$ cat src/rtl/vga_timing_pkg.sv
// Shared timing sets and helpers for the parametrised VGA timing generator.
package vga_timing_pkg;

    // Lengths of the four segments of one axis, in pixels or lines.
    typedef struct packed {
        int sync;
        int bp;
        int active;
        int fp;
    } axis_t;

    // A complete video mode: both axes plus the asserted sync levels.
    typedef struct packed {
        axis_t h;
        axis_t v;
        logic  hs_pol;
        logic  vs_pol;
    } mode_t;

    localparam mode_t VGA_640x480_60 = '{
        h: '{96, 48, 640, 16},
        v: '{2, 29, 480, 10},
        hs_pol: 1'b0,
        vs_pol: 1'b0
    };

    localparam mode_t SVGA_800x600_60 = '{
        h: '{128, 88, 800, 40},
        v: '{4, 23, 600, 1},
        hs_pol: 1'b1,
        vs_pol: 1'b1
    };

    // Total period of one axis (pixels per line or lines per frame).
    function automatic int axis_total(int sync, int bp, int active, int fp);
        return sync + bp + active + fp;
    endfunction

endpackage

$ cat src/rtl/vga_axis_counter.sv
// One axis of the timing generator: a wrapping counter that parks at its last
// value, plus sync/active decode of the value it will hold after this edge.
module vga_axis_counter
    import vga_timing_pkg::*;
#(
    parameter int SYNC   = 96,
    parameter int BP     = 48,
    parameter int ACTIVE = 640,
    parameter int FP     = 16,
    parameter int CW     = 10
) (
    input  logic          clk,
    input  logic          rst_n,
    input  logic          step,
    input  logic          park,
    output logic [CW-1:0] cnt,
    output logic [CW-1:0] next_cnt,
    output logic          wrap,
    output logic          in_sync,
    output logic          in_active
);

    localparam int            TOTAL     = axis_total(SYNC, BP, ACTIVE, FP);
    localparam logic [CW-1:0] LAST      = CW'(TOTAL - 1);
    localparam logic [CW-1:0] SYNC_END  = CW'(SYNC);
    localparam logic [CW-1:0] ACT_FIRST = CW'(SYNC + BP);
    localparam logic [CW-1:0] ACT_LAST  = CW'(SYNC + BP + ACTIVE - 1);

    // Terminal count: a step taken now wraps the axis back to zero.
    assign wrap = (cnt == LAST);

    // Next counter value; park wins over step so the axis restarts cleanly.
    always_comb begin
        // NOTE: default first so every path assigns next_cnt and no latch is inferred.
        next_cnt = cnt;
        if (park) begin
            next_cnt = LAST;
        end else if (step) begin
            next_cnt = wrap ? '0 : cnt + CW'(1);
        end
    end

    // Decode the value the counter is about to take, so registered outputs line up with cnt.
    assign in_sync   = (next_cnt < SYNC_END);
    assign in_active = (next_cnt >= ACT_FIRST) && (next_cnt <= ACT_LAST);

    // Counter register; resets into the parked position.
    always_ff @(posedge clk or negedge rst_n) begin
        // NOTE: non-blocking assignments for all state so every register samples pre-edge values.
        if (!rst_n) begin
            cnt <= LAST;
        end else begin
            cnt <= next_cnt;
        end
    end

endmodule

$ cat src/rtl/vga_timing_gen.sv
// Parametrised VGA sync/timing generator with pixel-clock enable, run/park
// control, active-area coordinates and line/frame strobes. Every output is a
// register loaded from the next counter values, so all outputs move together.
module vga_timing_gen
    import vga_timing_pkg::*;
#(
    parameter int   CW       = 10,
    parameter int   H_SYNC   = VGA_640x480_60.h.sync,
    parameter int   H_BP     = VGA_640x480_60.h.bp,
    parameter int   H_ACTIVE = VGA_640x480_60.h.active,
    parameter int   H_FP     = VGA_640x480_60.h.fp,
    parameter int   V_SYNC   = VGA_640x480_60.v.sync,
    parameter int   V_BP     = VGA_640x480_60.v.bp,
    parameter int   V_ACTIVE = VGA_640x480_60.v.active,
    parameter int   V_FP     = VGA_640x480_60.v.fp,
    parameter logic HS_POL   = VGA_640x480_60.hs_pol,
    parameter logic VS_POL   = VGA_640x480_60.vs_pol
) (
    input  logic          clk,
    input  logic          rst_n,
    input  logic          pix_en,
    input  logic          run,
    output logic          hsync,
    output logic          vsync,
    output logic [CW-1:0] hc,
    output logic [CW-1:0] vc,
    output logic          vidon,
    output logic [CW-1:0] px_x,
    output logic [CW-1:0] px_y,
    output logic          vblank,
    output logic          line_start,
    output logic          frame_start
);

    localparam int H_TOTAL = axis_total(H_SYNC, H_BP, H_ACTIVE, H_FP);
    localparam int V_TOTAL = axis_total(V_SYNC, V_BP, V_ACTIVE, V_FP);

    localparam logic [CW-1:0] PX_OFF = CW'(H_SYNC + H_BP);
    localparam logic [CW-1:0] PY_OFF = CW'(V_SYNC + V_BP);

    // Refuse to build a generator whose counters cannot hold a full line or frame.
    if (H_TOTAL > 2**CW) begin : g_h_too_wide
        $error("vga_timing_gen: H_TOTAL does not fit in CW bits");
    end
    if (V_TOTAL > 2**CW) begin : g_v_too_wide
        $error("vga_timing_gen: V_TOTAL does not fit in CW bits");
    end

    logic [CW-1:0] h_next;
    logic [CW-1:0] v_next;
    logic          h_wrap;
    logic          v_wrap;
    logic          h_in_sync;
    logic          v_in_sync;
    logic          h_in_active;
    logic          v_in_active;
    logic          park;
    logic          tick;
    logic          vid_next;

    assign park     = ~run;
    assign tick     = run & pix_en;
    assign vid_next = run & h_in_active & v_in_active;

    vga_axis_counter #(
        .SYNC(H_SYNC), .BP(H_BP), .ACTIVE(H_ACTIVE), .FP(H_FP), .CW(CW)
    ) u_h (
        .clk(clk), .rst_n(rst_n), .step(pix_en), .park(park),
        .cnt(hc), .next_cnt(h_next), .wrap(h_wrap),
        .in_sync(h_in_sync), .in_active(h_in_active)
    );

    vga_axis_counter #(
        .SYNC(V_SYNC), .BP(V_BP), .ACTIVE(V_ACTIVE), .FP(V_FP), .CW(CW)
    ) u_v (
        .clk(clk), .rst_n(rst_n), .step(pix_en & h_wrap), .park(park),
        .cnt(vc), .next_cnt(v_next), .wrap(v_wrap),
        .in_sync(v_in_sync), .in_active(v_in_active)
    );

    // Registered decode with polarity applied; parked values on reset or run=0.
    always_ff @(posedge clk or negedge rst_n) begin
        if (!rst_n) begin
            hsync       <= ~HS_POL;
            vsync       <= ~VS_POL;
            vidon       <= 1'b0;
            px_x        <= '0;
            px_y        <= '0;
            vblank      <= 1'b1;
            line_start  <= 1'b0;
            frame_start <= 1'b0;
        end else begin
            hsync       <= (run && h_in_sync) ? HS_POL : ~HS_POL;
            vsync       <= (run && v_in_sync) ? VS_POL : ~VS_POL;
            vidon       <= vid_next;
            px_x        <= vid_next ? (h_next - PX_OFF) : '0;
            px_y        <= vid_next ? (v_next - PY_OFF) : '0;
            vblank      <= ~(run & v_in_active);
            line_start  <= tick & h_wrap;
            frame_start <= tick & h_wrap & v_wrap;
        end
    end

endmodule

$ cat config.mk
export PLATFORM = sky130hd
export DESIGN_NAME = vga_timing_gen
export DESIGN_NICKNAME = d
export VERILOG_FILES = /design/src/rtl/vga_timing_pkg.sv /design/src/rtl/vga_axis_counter.sv /design/src/rtl/vga_timing_gen.sv
export SDC_FILE = /design/constraint.sdc
export NUM_CORES = 1
export LEC_CHECK = 0
export ABC_AREA = 1
export BUFFER_PORTS_ARGS = -buffer_cell sky130_fd_sc_hd__buf_2
export CORE_MARGIN = 2
export CORE_UTILIZATION = 56
export CTS_CLUSTER_SIZE = 40
export DETAILED_ROUTE_END_ITERATION = 16
export PLACE_DENSITY = 0.87
export REMOVE_ABC_BUFFERS = 1
export SYNTH_ARGS = -nofsm -noshare
export SYNTH_HDL_FRONTEND = slang
export SYNTH_SLANG_ARGS = --single-unit
$ cat constraint.sdc
create_clock -name clk -period 4.3 [get_ports clk]
set_clock_uncertainty 0.15 [all_clocks]
set_input_delay 1.075 -clock clk [delete_from_list [all_inputs] [get_ports clk]]
set_output_delay 1.075 -clock clk [all_outputs]
set_load 0.02 [all_outputs]
==> results.md <==
- Run status: finished, final reports clean
- Die area: 0.00555 mm2
- Largest area contributor in the netlist: dfrtp_1
- Detailed Route WL: 6.48 mm
- Fmax: 0.280 GHz
- Setup TNS: 0 ps
- Vias in the first global route: 2330
- Area growth from synthesis to layout: 13.6%
- Headroom to the max-slew limit: 35.1%
- Clk buf depth: 2
- Synthesized flop and latch total: 46
- Period Utilization, post-route: 83.1%
- Worst min path class: reg2reg
- Via count: 2502
- Synth warnings: 0
- FP Rows: 25
- Area of the multi-input gates: 0.00135 mm2
- Fin nets: 412
- Syn avg cell area: 8.00 um2
- Ranking of synthesized cells by area: dfrtp_1 (31%), dfstp_2 (11%), nand2_1 (11%)
- Core area: 0.00475 mm2
- GPL Wtd Cong: 0.907
- Top post-synthesis cells by count: nand2_1 (84), inv_1 (46), nor2_1 (36)
- CTS buffer count: 5
- Finish-stage setup viols: 0
- Post-synthesis instance area: 0.00278 mm2
- Drt initial violations: 161
- Crit. End Element: flop
- Startpoint class of the critical path: input port
- Pwr dens: 354 mW/mm2
- Drt wl/cell: 13.8 um
- Largest net degree at the start of global routing: 47
- Vias/cell: 5.33
- Leakage: 1.74 nW
- Drt drc: 0
- Top cell type's share of synthesized area: 30.6%
- Hold Fails Final Rpt: 0
- Clk_lat worst skew: 300 ps
- Arrival time of the worst setup path: 3650 ps
- Worst-Margin Slew: 974 ps
- Initial core utilization: 58.6%
- Clock root buffer: clkbuf_8
- # H-tree levels: 2
- Sink Count: 46
- # IOs: 50
- Distinct cell type count of the synthesized netlist: 32
- CTS tree: yes
- Design Power: 1.12 mW
- Routed Antenna Nets: 0
- Port bufs: 49
- Cell count after synthesis: 348
- Max-slew violation count: 0
- Critical Path RT: 4380 ps
- Total of fill cells in the finished design: 406
- Sequential area share after synthesis: 41.9%
- Unrepaired setup endpoints after global routing: false
- CTS clock-pin slew for the worst setup and hold paths: 80 ps
- Post-CTS Setup Bufs: 0
- First-pass DRT Iterations: 5
- Dpl hpwl: 4.85 mm
- Post-synth EDFFs: 0
- Count leader, synth: nand2_1
- Total Routing Usage GR: 25.4%
- Main synth FF type: dfrtp_1
- Peak supply drop: 0.255 mV
- Worst Path Class, Setup: in2reg
- Hold_buf cts: 0
- FF+latch area: 0.00117 mm2
- Critical path peak fanout: 18
- Horiz. Die Dim: 74.5 um
- First-pass GRT wire length: 10.6 mm
- Share of layout cells above drive strength 1: 31.6%
- Synth async-reset ratio: 100%
- Grt ovf: 0
- # diodes: 0
- CTS resizes: 0
- Post-route minimum period: 3570 ps
- Max-Cap Viols: 0
- Die Y-Extent: 74.5 um
- Initial antenna violation count: 0
cell usage in the layout (no fill, tap or decap), types with 2 or more instances in the layout:
master / n
nand3_2: 8
buf_4: 2
nand2_1: 84
dfrtp_1: 34
ha_1: 7
nor2_2: 21
buf_2: 49
nand3_4: 3
o21ai_2: 2
nand3_1: 26
o21ai_1: 2
nor2_1: 36
dfstp_2: 12
inv_1: 46
a21oi_1: 7
nor2_4: 4
nand4_1: 12
o21ai_0: 2
clkinv_1: 2
clkbuf_8: 6
xor2_1: 9
inv_2: 6
nand2_2: 9
worst max-delay path, cell delays in order:
cell	delay, ps
buf_2	190
inv_2	140
nor2_1	190
nand3_1	220
nand2_1	140
nor3b_1	400
ha_1	270
inv_1	80
nor2_4	120
nand3_2	90
nand2_2	100
inv_2	40
nand2_2	80
nand3_2	130
buf_4	260
nor2_2	130
metal layers:
layer  track usage (%)  wire length, um  part of all wire, %
met1              32.8             2750                   42
met3              4.47              363                  5.6
met4              13.1              223                  3.4
met2              41.1             3140                   48
met5                 0                0                    0
report_power, final:
| part | switching (mW) | internal [mW] |
|---|---|---|
| Sequential | 0.0335 | 0.468 |
| Clock | 0.139 | 0.130 |
| Combinational | 0.246 | 0.104 |
area by class of cell:
| class | instances | area share [%] |
|---|---|---|
| Clock buffer | 7 | 2.73 |
| Clock inverter | 1 | 0.158 |
| Inverter | 55 | 6.61 |
| Multi-Input combinational cell | 242 | 42.8 |
| Sequential cell | 46 | 36.9 |
| Tap cell | 67 | 2.65 |
| Timing Repair Buffer | 51 | 8.23 |
worst paths after layout:
path	start	to	slack, ps	cells past startpoint
worst max-delay path	pix_en	px_x[6]	730	16
worst min-delay path	u_v.cnt[3]	u_v.cnt[3]	530	2
worst max register to register	u_h.cnt[0]	px_x[6]	800	16
worst min register to register	u_v.cnt[3]	u_v.cnt[3]	530	2
max in group asynchronous	rst_n	u_v.cnt[1]	2620	1
min in group asynchronous	rst_n	u_h.cnt[5]	780	1
metrics by stage:
| step | instances | hold slack, ps | utilization (%) | setup WS [ps] | instance area, um2 |
|---|---|---|---|---|---|
| 2_1_floorplan | 343 | 503 | - | 936 | 2730 |
| 3_3_place_gp | 461 | 497 | 64.6 | 556 | 3070 |
| 3_5_place_dp | 461 | 514 | 64.6 | 429 | 3070 |
| 4_1_cts | 469 | 526 | 66.5 | 729 | 3160 |
| 5_1_grt | 469 | 541 | 66.5 | 515 | 3160 |
| 6_report | 469 | 529 | 66.5 | 726 | 3160 |
cells by family after synthesis:
kind of cell    synth area share (%)
simple gates                    38.9
flops                           41.9
compound gates                  3.42
fa+ha+maj                       3.15
xor+xnor                        3.15
buf+inv                         9.53
sequential cells by signal, summed over array words and instances, names as in the netlist:
signal / count
frame_start: 1
hsync: 1
line_start: 1
px_x: 10
px_y: 10
u_h.cnt: 10
u_v.cnt: 10
vblank: 1
vidon: 1
vsync: 1
(Power assumes the default switching activity.)
